===== config.mk =====
export PLATFORM = sky130hd
export DESIGN_NAME = logic_gate_unit
export DESIGN_NICKNAME = d
export VERILOG_FILES = /design/src/rtl/logic_gate_pkg.sv /design/src/rtl/logic_gate_lane.sv /design/src/rtl/logic_gate_unit.sv
export SDC_FILE = /design/constraint.sdc
export NUM_CORES = 1
export LEC_CHECK = 0
export BUFFER_PORTS_ARGS = -buffer_cell sky130_fd_sc_hd__buf_4
export CORE_UTILIZATION = 35
export DETAILED_ROUTE_END_ITERATION = 10
export PLACE_DENSITY = 0.71
export SYNTH_ARGS = -nofsm -noshare
export SYNTH_HDL_FRONTEND = slang
export SYNTH_SLANG_ARGS = --single-unit

===== constraint.sdc =====
create_clock -name clk -period 1.1 [get_ports clk]
set_clock_uncertainty 0.2 [all_clocks]
set_input_delay 0.22 -clock clk [delete_from_list [all_inputs] [get_ports clk]]
set_output_delay 0.22 -clock clk [all_outputs]
set_load 0.02 [all_outputs]

===== src/rtl/logic_gate_pkg.sv =====
// Shared types and helpers for the registered bitwise logic unit.
// Optional feature macro: LOGIC_GATE_XOR_EN (op 11 becomes XOR instead of reserved).
package logic_gate_pkg;

  typedef enum logic [1:0] {
    OP_AND  = 2'b00,
    OP_OR   = 2'b01,
    OP_NOT  = 2'b10,
    OP_RSVD = 2'b11
  } gate_op_e;

  // Lane width and lane count must both be at least one.
  function automatic bit lg_params_ok(input int width, input int sets);
    return (width >= 1) && (sets >= 1);
  endfunction

endpackage


===== src/rtl/logic_gate_lane.sv =====
// One WIDTH-bit lane of the logic unit: purely combinational op decode.
// Optional feature macro: LOGIC_GATE_XOR_EN (op 11 computes A ^ B, never flags an error).
module logic_gate_lane
  import logic_gate_pkg::*;
#(
  parameter int WIDTH = 4
) (
  input  logic [1:0]       op,
  input  logic [WIDTH-1:0] a,
  input  logic [WIDTH-1:0] b,
  output logic [WIDTH-1:0] y,
  output logic             zero,
  output logic             err
);

  // Select the lane result from the op code and flag unsupported codes.
  always_comb begin
    y   = '0;
    err = 1'b0;
    case (gate_op_e'(op))
      OP_AND:  y = a & b;
      OP_OR:   y = a | b;
      OP_NOT:  y = ~a;
      OP_RSVD: begin
`ifdef LOGIC_GATE_XOR_EN
        y   = a ^ b;
`else
        y   = '0;
        err = 1'b1;
`endif
      end
      default: begin
        y   = '0;
        err = 1'b0;
      end
    endcase
    zero = (y == '0);
  end

endmodule


===== src/rtl/logic_gate_unit.sv =====
// Registered bitwise logic unit: AND/OR/NOT over SETS packed WIDTH-bit lanes,
// one-cycle latency, no backpressure. Lane i occupies bits [i*WIDTH +: WIDTH].
// Optional feature macro: LOGIC_GATE_XOR_EN (op 11 = XOR; op_err never asserts).
module logic_gate_unit
  import logic_gate_pkg::*;
#(
  parameter int WIDTH = 4,
  parameter int SETS  = 2
) (
  input  logic                  clk,
  input  logic                  rst_n,
  input  logic                  in_valid,
  input  logic [1:0]            op,
  input  logic [SETS*WIDTH-1:0] in1_packed,
  input  logic [SETS*WIDTH-1:0] in2_packed,
  output logic [SETS*WIDTH-1:0] out_packed,
  output logic [SETS-1:0]       zero_flags,
  output logic                  out_valid,
  output logic                  op_err
);

  if (!lg_params_ok(WIDTH, SETS)) begin : g_param_err
    $error("logic_gate_unit: WIDTH (%0d) and SETS (%0d) must both be >= 1", WIDTH, SETS);
  end

  logic [SETS*WIDTH-1:0] lane_y;
  logic [SETS-1:0]       lane_zero;
  logic [SETS-1:0]       lane_err;

  for (genvar i = 0; i < SETS; i++) begin : g_lane
    logic_gate_lane #(
      .WIDTH (WIDTH)
    ) u_lane (
      .op   (op),
      .a    (in1_packed[i*WIDTH +: WIDTH]),
      .b    (in2_packed[i*WIDTH +: WIDTH]),
      .y    (lane_y[i*WIDTH +: WIDTH]),
      .zero (lane_zero[i]),
      .err  (lane_err[i])
    );
  end

  logic [SETS*WIDTH-1:0] out_d,   out_q;
  logic [SETS-1:0]       zero_d,  zero_q;
  logic                  valid_d, valid_q;
  logic                  err_d,   err_q;

  // Load new results on an accepted op; otherwise hold data and drop valid.
  // The hold path never looks at op, so an X op while idle cannot propagate.
  always_comb begin
    out_d   = out_q;
    zero_d  = zero_q;
    err_d   = err_q;
    valid_d = in_valid;
    if (in_valid) begin
      out_d  = lane_y;
      zero_d = lane_zero;
      err_d  = |lane_err;
    end
  end

  // Output registers, cleared immediately by the asynchronous reset.
  always_ff @(posedge clk or negedge rst_n) begin
    if (!rst_n) begin
      out_q   <= '0;
      zero_q  <= '0;
      valid_q <= 1'b0;
      err_q   <= 1'b0;
    end else begin
      out_q   <= out_d;
      zero_q  <= zero_d;
      valid_q <= valid_d;
      err_q   <= err_d;
    end
  end

  assign out_packed = out_q;
  assign zero_flags = zero_q;
  assign out_valid  = valid_q;
  assign op_err     = err_q;

endmodule


Word-level counts from Yosys, hierarchy flattened
Cells that the tools add are included.
{ "word_totals": {"regBits": 12, "wordCells": 19, "inputBits": 21, "out_inout_bits": 12} }
{ "op_classes": {"n_mux": 3, "n_bitwise": 6, "n_eq_ne": 3, "n_reduce_logical": 3} }
{ "ops": {"columns": ["cell", "n"], "rows": [
  ["case mux 4 bit (4 select lines)", 2],
  ["bitwise AND 4 bit", 2],
  ["logical NOT 4 bit", 2],
  ["NOT 4 bit", 2],
  ["OR 4 bit", 2],
  ["equality test 2 bit (second input constant)", 2],
  ["equality test 2 x 1 -> 1 bit (second input constant)", 1],
  ["logical NOT 2 bit", 1],
  ["2-to-1 mux 1 bit", 1]
]} }

Logic depth before layout (Yosys ltp)
Gate-level depths: netlist (run 1).
{ "depth": {"word_depth": 3, "ltp_mapped": 5, "depth_no_buf": 4} }

Hierarchy
A second synthesis (run 1) with hierarchy kept.
{ "unflattened": {"cells_unflattened": 58, "area_unflattened_um2": 696.9} }
{ "by_module_without_submodules": {"columns": ["mod", "seq_area_each_um2", "cells_each", "n_inst", "area_each_um2"], "rows": [
  ["logic_gate_unit", 300.3, 26, 1, 466.7],
  ["logic_gate_lane", 0.0, 16, 2, 115.1]
]} }

Worst setup path after synthesis (run 1)
OpenSTA, ideal clock, no wires.
{ "synth_timing": {"kind": "input port to flip-flop", "start": "in op[0]", "end": "reg zero_q[1] (netlist: zero_flags[1])", "setup_ns": 0.122, "path_stages": 5, "path_buffers": 1, "t_arrival_ns": 0.873, "required_ns": 0.778, "slack_ns": -0.094, "cell_sequence": "nand2b_1 buf_6 o21ai_4 nor2_2 a32o_1"} }
{ "synth_between": {"elab_chain_cells": 3, "elab_cells_between_ends": 6, "cone_classes": "3 x eq/ne; 1 x mux; 2 x reduce/logical"} }
{ "synth_rtl": {"columns": ["element", "line_no", "rtl"], "rows": [
  ["from (decl)", "logic_gate_unit.sv:13", "input logic [1:0] op,"],
  ["equality test 2 bit, or another cell as far along", "logic_gate_lane.sv:20", "case (gate_op_e'(op))"],
  ["case mux 4 bit (4 select lines) (*)", "logic_gate_lane.sv:20", null],
  ["logical NOT 4 bit (*)", "logic_gate_lane.sv:37", "zero = (y == '0);"],
  ["to (signal assigned)", "logic_gate_unit.sv:71", "zero_q <= zero_d;"],
  ["to (decl)", "logic_gate_unit.sv:44", "logic [SETS-1:0] zero_d, zero_q;"]
]} }
Mark *: on every way between the ends. The rest lies on a longest branch, timed or not.
A chain may end at the register's enable or synchronous reset.

Final worst setup path (run 1)
{ "layout_timing": {"start": "reg zero_q[1] (netlist: zero_flags[1])", "end": "out zero_flags[1]"} }
{ "layout_rtl": {"columns": ["element", "line_no", "rtl"], "rows": [
  ["to (decl)", "logic_gate_unit.sv:17", "output logic [SETS-1:0] zero_flags,"]
]} }
No word-level cell between the ends.

==> results of run 1 <==
[cell families (layout without fill, tap and decap cells)]
family                 after synthesis  after routing
and+or+nand+nor                     39             39
AOI/OAI and AO/OA                   31             31
DFF                                 12             12
buffers and inverters                7             59
[per-layer routing]
metal | global-route usage [%] | share of wire (%)
met5 | 0 | 0
met4 | 7.06 | 1.2
met3 | 6.27 | 5.0
met2 | 36.7 | 53
met1 | 20.6 | 41
[placed cells by master, fill, tap and decap left out, types with 2 or more instances in the layout]
cell,n
dlygate4sd3_1,2
buf_6,12
o21ai_1,3
nor4_1,2
inv_1,2
dfrtp_1,12
buf_4,38
o21ai_0,8
nand2_1,9
nor2_2,2
nand3_1,4
a32o_1,2
a21oi_1,12
nor2_1,19
o21a_1,2
clkbuf_4,3
[cells in the mapped netlist (all sizes together)]
cell type	instances
a31oi	1
nand3	4
nor4	2
buf	5
o21a	2
nand2	9
o21ai	12
dfrtp	12
a32o	2
nor2	22
inv	2
a21oi	13
and3	1
o221ai	1
nand2b	1
[through the flow]
step / total power, mW / worst slack, ns
floorplan: 0.697 / -0.0832
global placement: 0.902 / -0.278
detailed placement: 0.909 / -0.289
CTS: 1.33 / -0.148
global route: 1.42 / -0.164
finish: 1.35 / -0.136
[where the power goes]
part / internal [mW] / leakage (nW) / switching, mW
Combinational: 0.262 / 0.414 / 0.219
Sequential: 0.486 / 0.144 / 0.0326
Clock: 0.201 / 0.0210 / 0.147
Total: 0.950 / 0.579 / 0.398
[sequential cells by signal (all words and copies together), names as in the netlist]
signal / count
out_packed: 8
zero_flags: 2
op_err: 1
out_valid: 1
[final timing paths]
kind                               start            end  slack, ns  cells past startpoint
setup / recovery           zero_flags[1]  zero_flags[1]      -0.14                      1
hold / removal                  in_valid         op_err       0.05                      2
setup reg to reg           out_packed[0]  out_packed[0]       0.03                      4
hold reg to reg            out_packed[4]  out_packed[4]       0.32                      1
max in group asynchronous          rst_n         op_err       0.44                      2
min in group asynchronous          rst_n      out_valid       0.11                      2
[cell type report]
type | count | area share [%]
sequential | 12 | 24.9
tap | 25 | 2.59
timing repair buffer | 53 | 38.1
inverter | 2 | 0.622
multi-input combinational | 70 | 30.8
clock buffer | 4 | 3.01
[repair_timing]
item / in CTS / in global routing
buffers inserted: 4 / 4
hold buffers: 2 / 0
gates cloned: 0 / 0
hold endpoints to repair: 13 / 0
resized for setup: 12 / 6
setup endpoints to repair: 12 / 18
pin swaps: 0 / 1
==> flow_summary.yaml, run 1 <==
outcome:
  status: "complete, but fails checks"
  violations: "negative setup slack"
logic_synthesis:
  yosysTopAreaCell: "dfrtp_1"
  ys_seq_area_share_pct: 43.4
  synth_cells: 89
  synth-compound-area-share_pct: 26.9
  synth_seq_cells: 12
  synth_top_family_by_area: "compound AO/OA/AOI/OAI gates"
  syn_area_um2: 692
  synth.mux.area_fraction_pct: 0
  synth_cell_types: 20
  synth_adder_area_share_pct: 0
  yosysWarningCount: 0
  yosys.area_share.simple_pct: 23.7
  synth_top_area_share_pct: 43.4
  syn_area_per_cell_um2: 7.77
  synth_nets: 110
  synth_xor_area_share_pct: 0
  synthTopCellsByArea: "dfrtp_1, nor2_1, a21oi_1, o21ai_0, nand2_1"
worst_hold_path:
  hp-class: "in -> reg"
placed_design:
  io_buffers: 32
  placed_area_mm2: 0.00102
  gp_congestion: 0.819
  dp_hpwl_um: 1430
  dp_cells: 152
critical_path:
  max_stage_delay_ns: 0.40
  cp-end-kind: "output port"
  critPathSlowestCell: "dfrtp_1"
  worst-path-buf-inv: 1
  critical_path_class: "reg -> out"
  required_ns: 0.68
  cp_top_family: "flip-flops"
  start_kind: "register"
  cp_max_fo: 2
  crit_chain: "buf_6"
  worstPathArrival_ns: 0.82
clock_tree:
  cts_buffer_depth: 2
  cts_buffers: 3
  cts.sinks: 12
  clkLatencyLatePin_ns: 0.27
  path_clk_slew_ns: 0.07
  cts_tree: "built"
  htreeDepth: 1
  cts_root_buffer: "clkbuf_4"
power:
  ir_drop_mv: 1.03
  p_leak_nw: 0.579
  p_per_area_mw_per_mm2: 1120
die:
  dieArea_mm2: 0.00216
  rows: 15
  fp.dieW_um: 46.5
  pin_count: 33
  core-area_mm2: 0.00178
  die_y_um: 46.5
  initial_core_util_pct: 38.8
drt:
  drtPass1Iterations: 3
  vias: 812
  dr.first_iter.drc_count: 13
  avgViaCountPerCell: 4.89
  drtAntennaViolNets: 0
  routed_wl_um: 1910
  wl_per_cell_um: 11.5
  drc: 0
sta:
  whs_ns: 0.0457
  hold_viol_final: 0
  slew_headroom_pct: 84.5
  min_period_ns: 1.24
  period_share_pct: 112
  setup_ws_ns: -0.136
  tightest_slew_ns: 0.230
  drv_slew: 0
  finalSetupTns_ns: -1.47
  max_freq_mhz: 809
  setup_viol: 12
  rsz0062_at_grt: "true"
grt:
  grt-ovfl-total: 0
  antenna_found_initial: 0
  grt.total_usage_pct: 19.9
  grt_pass1_vias: 761
  grt_pass1_wl_um: 2990
  grt_max_degree: 14
run:
  max_cap_violations: 0
final_layout:
  fillerInstances: 163
  utilization_pct: 67.7
  area_growth_pct: 74.5
  diodes: 0
  final_area_mm2: 0.00121
  drive_gt1_share_pct: 43.3
  final_cells: 166
  nets: 163
  multi_input_comb_area_um2: 372
  seqCellArea_um2: 300
(Power assumes the default switching activity.)
==> run 2: changes to the inputs <==
==> constraint.sdc (replaced) <==
create_clock -name clk -period 1.1 [get_ports clk]
set_clock_uncertainty 0.2 [all_clocks]
set_input_delay 0.11 -clock clk [delete_from_list [all_inputs] [get_ports clk]]
set_output_delay 0.11 -clock clk [all_outputs]
set_load 0.02 [all_outputs]
==> run 2 against run 1 <==
  * The flow still finishes with violations (negative setup slack)
  * First-iteration DRC count rose by 110%
  * Sequential share of layout area fell by 0.077 points
  * Power rose by 0.61%
  * Worst hold slack got worse by 0.042 ns
  * Register-to-register slack barely moved
  * Largest cell class unchanged
  * Non-clock buffer count rose by 2
  * Critical path depth did not move
  * Maximum frequency rose by 8.7%
  * Via count rose by 7.6%
  * Die area did not move
==> flow_summary.yaml, run 2 (same netlist as run 1, synthesis figures left out) <==
sta:
  finalSetupTns_ns: -0.244
  drv_slew: 0
  period_share_pct: 103
  max_freq_mhz: 880
  hold_viol_final: 0
  setup_ws_ns: -0.0363
  slew_headroom_pct: 77.1
  whs_ns: 0.00345
  tightest_slew_ns: 0.344
  setup_viol: 12
  rsz0062_at_grt: "true"
  min_period_ns: 1.14
critical_path:
  max_stage_delay_ns: 0.41
  worst-path-buf-inv: 1
  cp_max_fo: 2
  required_ns: 0.79
  r2r_end: "op_err"
  r2r-start: "op_err"
  crit_chain: "buf_6"
  critical_path_class: "reg -> out"
  cp_top_family: "flip-flops"
  reg2reg_depth: 4
  ff2ff_setup_slack_ns: 0.04
  start_kind: "register"
  cp-end-kind: "output port"
  worstPathArrival_ns: 0.83
  critPathSlowestCell: "dfrtp_1"
grt:
  antenna_found_initial: 0
  busiest_layer: "met2"
  grt_pass1_wl_um: 3410
  grt-ovfl-total: 0
  grt_pass1_vias: 809
  grt_util_met3_pct: 7.45
  use_met2_pct: 38.6
  grt.total_usage_pct: 22.5
  use_met1_pct: 25.5
  grt_max_degree: 13
final_layout:
  largest_reg_flops: 8
  area_growth_pct: 75.0
  layout_commonest_cell: "buf_4"
  diodes: 0
  seqCellArea_um2: 300
  final_cells: 168
  drive_gt1_share_pct: 40.6
  nets: 165
  layout_common_cells: "buf_4, nor2_1, a21oi_1"
  multi_input_comb_area_um2: 353
  utilization_pct: 67.9
  fillerInstances: 152
die:
  core-area_mm2: 0.00178
  pin_count: 33
  dieArea_mm2: 0.00216
  die_y_um: 46.5
  fp.dieW_um: 46.5
  initial_core_util_pct: 38.8
  rows: 15
drt:
  drc: 0
  vias: 874
  drtAntennaViolNets: 0
  avgViaCountPerCell: 5.20
  dr.first_iter.drc_count: 27
  wl_per_cell_um: 13.2
  drtPass1Iterations: 4
  routed_wl_um: 2210
worst_hold_path:
  whs_path_depth: 4
  hp-start: "in1_packed[1]"
  holdPathEnd: "out_packed[1]"
  hp-class: "in -> reg"
clock_tree:
  cts_buffer_depth: 2
  ctsHoldBuffers: 4
  clkLatencyLatePin_ns: 0.27
  cts_tree: "built"
  cts_buffers: 3
  path_clk_slew_ns: 0.08
  cts_root_buffer: "clkbuf_4"
  cts.sinks: 12
  htreeDepth: 1
placed_design:
  dp_hpwl_um: 1510
  io_buffers: 32
  dp_cells: 152
  gp_congestion: 0.824
power:
  p_sw_share_pct: 30.2
  internal_power_mw: 0.947
  power_frac_clock_pct: 26.2
  power_frac_comb_pct: 35.4
  p_leak_nw: 0.590
  ir_drop_mv: 1.13
  pwr-share-seq_pct: 38.4
  p_per_area_mw_per_mm2: 1120
  p_sw_mw: 0.409
run:
  max_cap_violations: 0
outcome:
  violations: "negative setup slack"
  status: "complete, but fails checks"
[run 2: cell count changes in the layout (fill, tap and decap cells not counted), sizes merged]
cell / change
dlymetal6s4s: +1
dlygate4sd3: +1
[run 2: area by class of cell]
cell class,instances,share of cell area [%]
Timing Repair Buffer,55,39.9
Tap cell,25,2.58
Clock buffer,4,3.00
Multi-Input combinational cell,70,29.1
Sequential cell,12,24.8
Inverter,2,0.620
[run 2: what timing repair did]
action	4_1_cts	5_1_grt
setup buffers	4	4
pin swaps	0	1
endpoints found under the hold margin	16	7
endpoints found under the setup margin	11	16
resized for setup	11	3
[run 2: per-layer routing]
metal	vias to the layer above	wire length [um]
met4	0	61
met2	41	1170
met1	405	850
met5	-	0
met3	8	132
li1	420	-
[run 2: power by group through the flow]
stage	Clock, mW	Combinational, mW	Sequential, mW
detailed placement	0	0.389	0.520
CTS	0.358	0.452	0.518
global placement	0	0.381	0.518
floorplan	0	0.122	0.575
finish	0.355	0.480	0.521
global route	0.391	0.517	0.526
[run 2: stage by stage]
stage          area (um^2)  setup WS [ns]  power (mW)
5_1_grt               1210        -0.0659        1.43
3_5_place_dp          1020         -0.204       0.909
4_1_cts               1170        -0.0328        1.33
2_1_floorplan          692         0.0155       0.697
3_3_place_gp          1020         -0.171       0.900
6_report              1210        -0.0363        1.36
[run 2: worst max-delay path by stage]
stage / slack (ns) / depth (start not counted) / to / from
2_1_floorplan: 0.02 / 5 / zero_flags[1] / op[0]
3_3_place_gp: -0.17 / 5 / zero_flags[1] / op[0]
3_5_place_dp: -0.20 / 5 / zero_flags[1] / op[0]
4_1_cts: -0.03 / 1 / zero_flags[1] / zero_flags[1]
5_1_grt: -0.07 / 1 / out_packed[1] / out_packed[1]
6_report: -0.04 / 1 / op_err / op_err
==> run 3: changes to the inputs <==
--- a/config.mk
+++ b/config.mk
@@ -5,10 +5,11 @@
 export SDC_FILE = /design/constraint.sdc
 export NUM_CORES = 1
 export LEC_CHECK = 0
+export ABC_AREA = 1
 export BUFFER_PORTS_ARGS = -buffer_cell sky130_fd_sc_hd__buf_4
 export CORE_UTILIZATION = 35
 export DETAILED_ROUTE_END_ITERATION = 10
-export PLACE_DENSITY = 0.71
+export PLACE_DENSITY = 0.7
 export SYNTH_ARGS = -nofsm -noshare
 export SYNTH_HDL_FRONTEND = slang
 export SYNTH_SLANG_ARGS = --single-unit
==> run 3 against run 2 <==
  * The run ends with negative hold slack, negative setup slack left
  * Final area grew 2.3%
  * Sequential share of layout area decreased by 0.55 points
  * Critical path depth did not move
  * Wire length decreased by 10%
  * Non-clock buffer count fell by 7
  * Highest routed layer is now met3
  * Setup slack improved by 0.0088 ns
==> flow_summary.yaml, run 3 <==
logic_synthesis:
  synth_seq_cells: 12
  synth.mux.area_fraction_pct: 0
  synth_xor_area_share_pct: 0
  yosysWarningCount: 0
  synth_nets: 138
  synth_edf_count: 0
  ys_seq_area_share_pct: 39.0
  synth_most_common_cell: "nand2_1"
  synthTopCellsByArea: "dfrtp_1, nand2_1, inv_1, nand3_1, nor2_1"
  synthFlopType: "dfrtp_1"
  synth_cells: 117
  synth_top_area_share_pct: 39.0
  synth_cell_types: 14
  synth_adder_area_share_pct: 0
  synth_common_cells: "nand2_1, inv_1, dfrtp_1"
  yosys.area_share.simple_pct: 43.7
  yosysTopAreaCell: "dfrtp_1"
  syn_area_per_cell_um2: 6.59
  synth-compound-area-share_pct: 4.22
  async_flop_share_pct: 100
  syn_area_um2: 771
  synth_top_family_by_area: "simple AND/OR/NAND/NOR gates"
sta:
  drv_slew: 0
  setup_viol: 11
  slew_headroom_pct: 77.9
  hold_viol_final: 10
  max_freq_mhz: 887
  whs_ns: -0.180
  period_share_pct: 102
  setup_ws_ns: -0.0275
  tightest_slew_ns: 0.331
  min_period_ns: 1.13
  rsz0062_at_grt: "true"
placed_design:
  io_buffers: 32
  dp_hpwl_um: 1570
  placed_area_mm2: 0.00108
  dp_slack_ns: -0.143
  gp_congestion: 0.764
die:
  rows: 16
  dieArea_mm2: 0.00239
  fp.dieW_um: 48.9
  pin_count: 33
  initial_core_util_pct: 38.1
  core-area_mm2: 0.00202
  die_y_um: 48.9
drt:
  drtPass1Iterations: 4
  drtAntennaViolNets: 0
  avgViaCountPerCell: 4.47
  wl_per_cell_um: 10.2
  vias: 867
  routed_wl_um: 1980
  drc: 0
  dr.first_iter.drc_count: 9
critical_path:
  crit_chain: "buf_6"
  worstPathArrival_ns: 0.82
  worst-path-buf-inv: 1
  start_kind: "register"
  cp_max_fo: 2
  critical_path_class: "reg -> out"
  max_stage_delay_ns: 0.40
  cp_top_family: "flip-flops"
  required_ns: 0.79
  critPathSlowestCell: "dfrtp_1"
  cp-end-kind: "output port"
run:
  max_cap_violations: 0
grt:
  grt-ovfl-total: 0
  grt_max_degree: 13
  grt.total_usage_pct: 18.3
  grt_pass1_wl_um: 3350
  antenna_found_initial: 0
  grt_pass1_vias: 798
clock_tree:
  cts_tree: "built"
  clkLatencyLatePin_ns: 0.27
  cts_root_buffer: "clkbuf_4"
  cts_buffer_depth: 2
  ctsHoldBuffers: 2
  htreeDepth: 1
  cts.sinks: 12
  path_clk_slew_ns: 0.08
  cts_buffers: 3
power:
  p_leak_nw: 0.740
  ir_drop_mv: 0.594
  total_power_mw: 1.35
  p_per_area_mw_per_mm2: 1090
final_layout:
  final_area_mm2: 0.00124
  largest_reg_flops: 8
  drive_gt1_share_pct: 35.9
  layout_commonest_cell: "nand2_1"
  nets: 189
  area_growth_pct: 60.7
  utilization_pct: 61.3
  layout_common_cells: "nand2_1, buf_4, inv_1"
  diodes: 0
outcome:
  violations: "negative hold slack, negative setup slack"
  status: "complete, but fails checks"
worst_hold_path:
  hp-class: "in -> reg"
-- run 3: cell count changes after synthesis, moves of 3 or more --
| cell | change |
|---|---|
| a21oi_1 | -13 |
| buf_2 | -3 |
| inv_1 | +17 |
| nand2_1 | +42 |
| nand3_1 | +6 |
| nor2_1 | -12 |
| o21ai_0 | -8 |
-- run 3: cell families (layout without fill, tap and decap cells) --
kind of cell / Yosys count / after routing
flops: 12 / 12
simple gates: 77 / 77
buf+inv: 23 / 73
compound gates: 5 / 5
-- run 3: report_power, final --
part	internal [mW]	switching [mW]
Clock	0.201	0.156
Sequential	0.487	0.0331
Combinational	0.248	0.221
-- run 3: through the flow --
stage	TNS, ns	cells
after floorplan	0	117
after global placement	-0.310	180
after detailed placement	-0.624	180
after CTS	-0.370	193
after global routing	-0.594	194
final	-0.193	194
-- run 3: final timing paths --
path	slack [ns]	to	cells past startpoint	start
worst max-delay path	-0.03	out_packed[5]	1	out_packed[5]
worst min-delay path	-0.18	out_valid	1	in_valid
worst max register to register	0.05	out_packed[0]	4	out_packed[0]
worst min register to register	0.31	out_packed[7]	2	out_packed[7]
max in group asynchronous	0.54	out_packed[7]	2	rst_n
min in group asynchronous	0	out_packed[2]	2	rst_n
-- run 3: per-layer routing --
| metal | up-vias | GRT usage, % | share of wire (%) |
|---|---|---|---|
| met2 | 29 | 30.3 | 50 |
| met1 | 389 | 23.9 | 45 |
| li1 | 449 | - | - |
| met3 | 0 | 3.12 | 4.4 |
| met4 | 0 | 6.86 | 0 |
| met5 | - | 0 | 0 |
-- run 3: final cells by class --
class / instances / area, um^2
Multi-Input combinational cell: 82 / 369
Clock buffer: 4 / 36.3
Inverter: 21 / 78.8
Fill cell: 187 / 783
Timing Repair Buffer: 48 / 420
Tap cell: 27 / 33.8
Sequential cell: 12 / 300
-- run 3: repair_timing --
action | in CTS | in global routing
endpoints found under the setup margin | 12 | 20
resized for setup | 12 | 0
buffers inserted | 7 | 2
hold endpoints to repair | 22 | 10
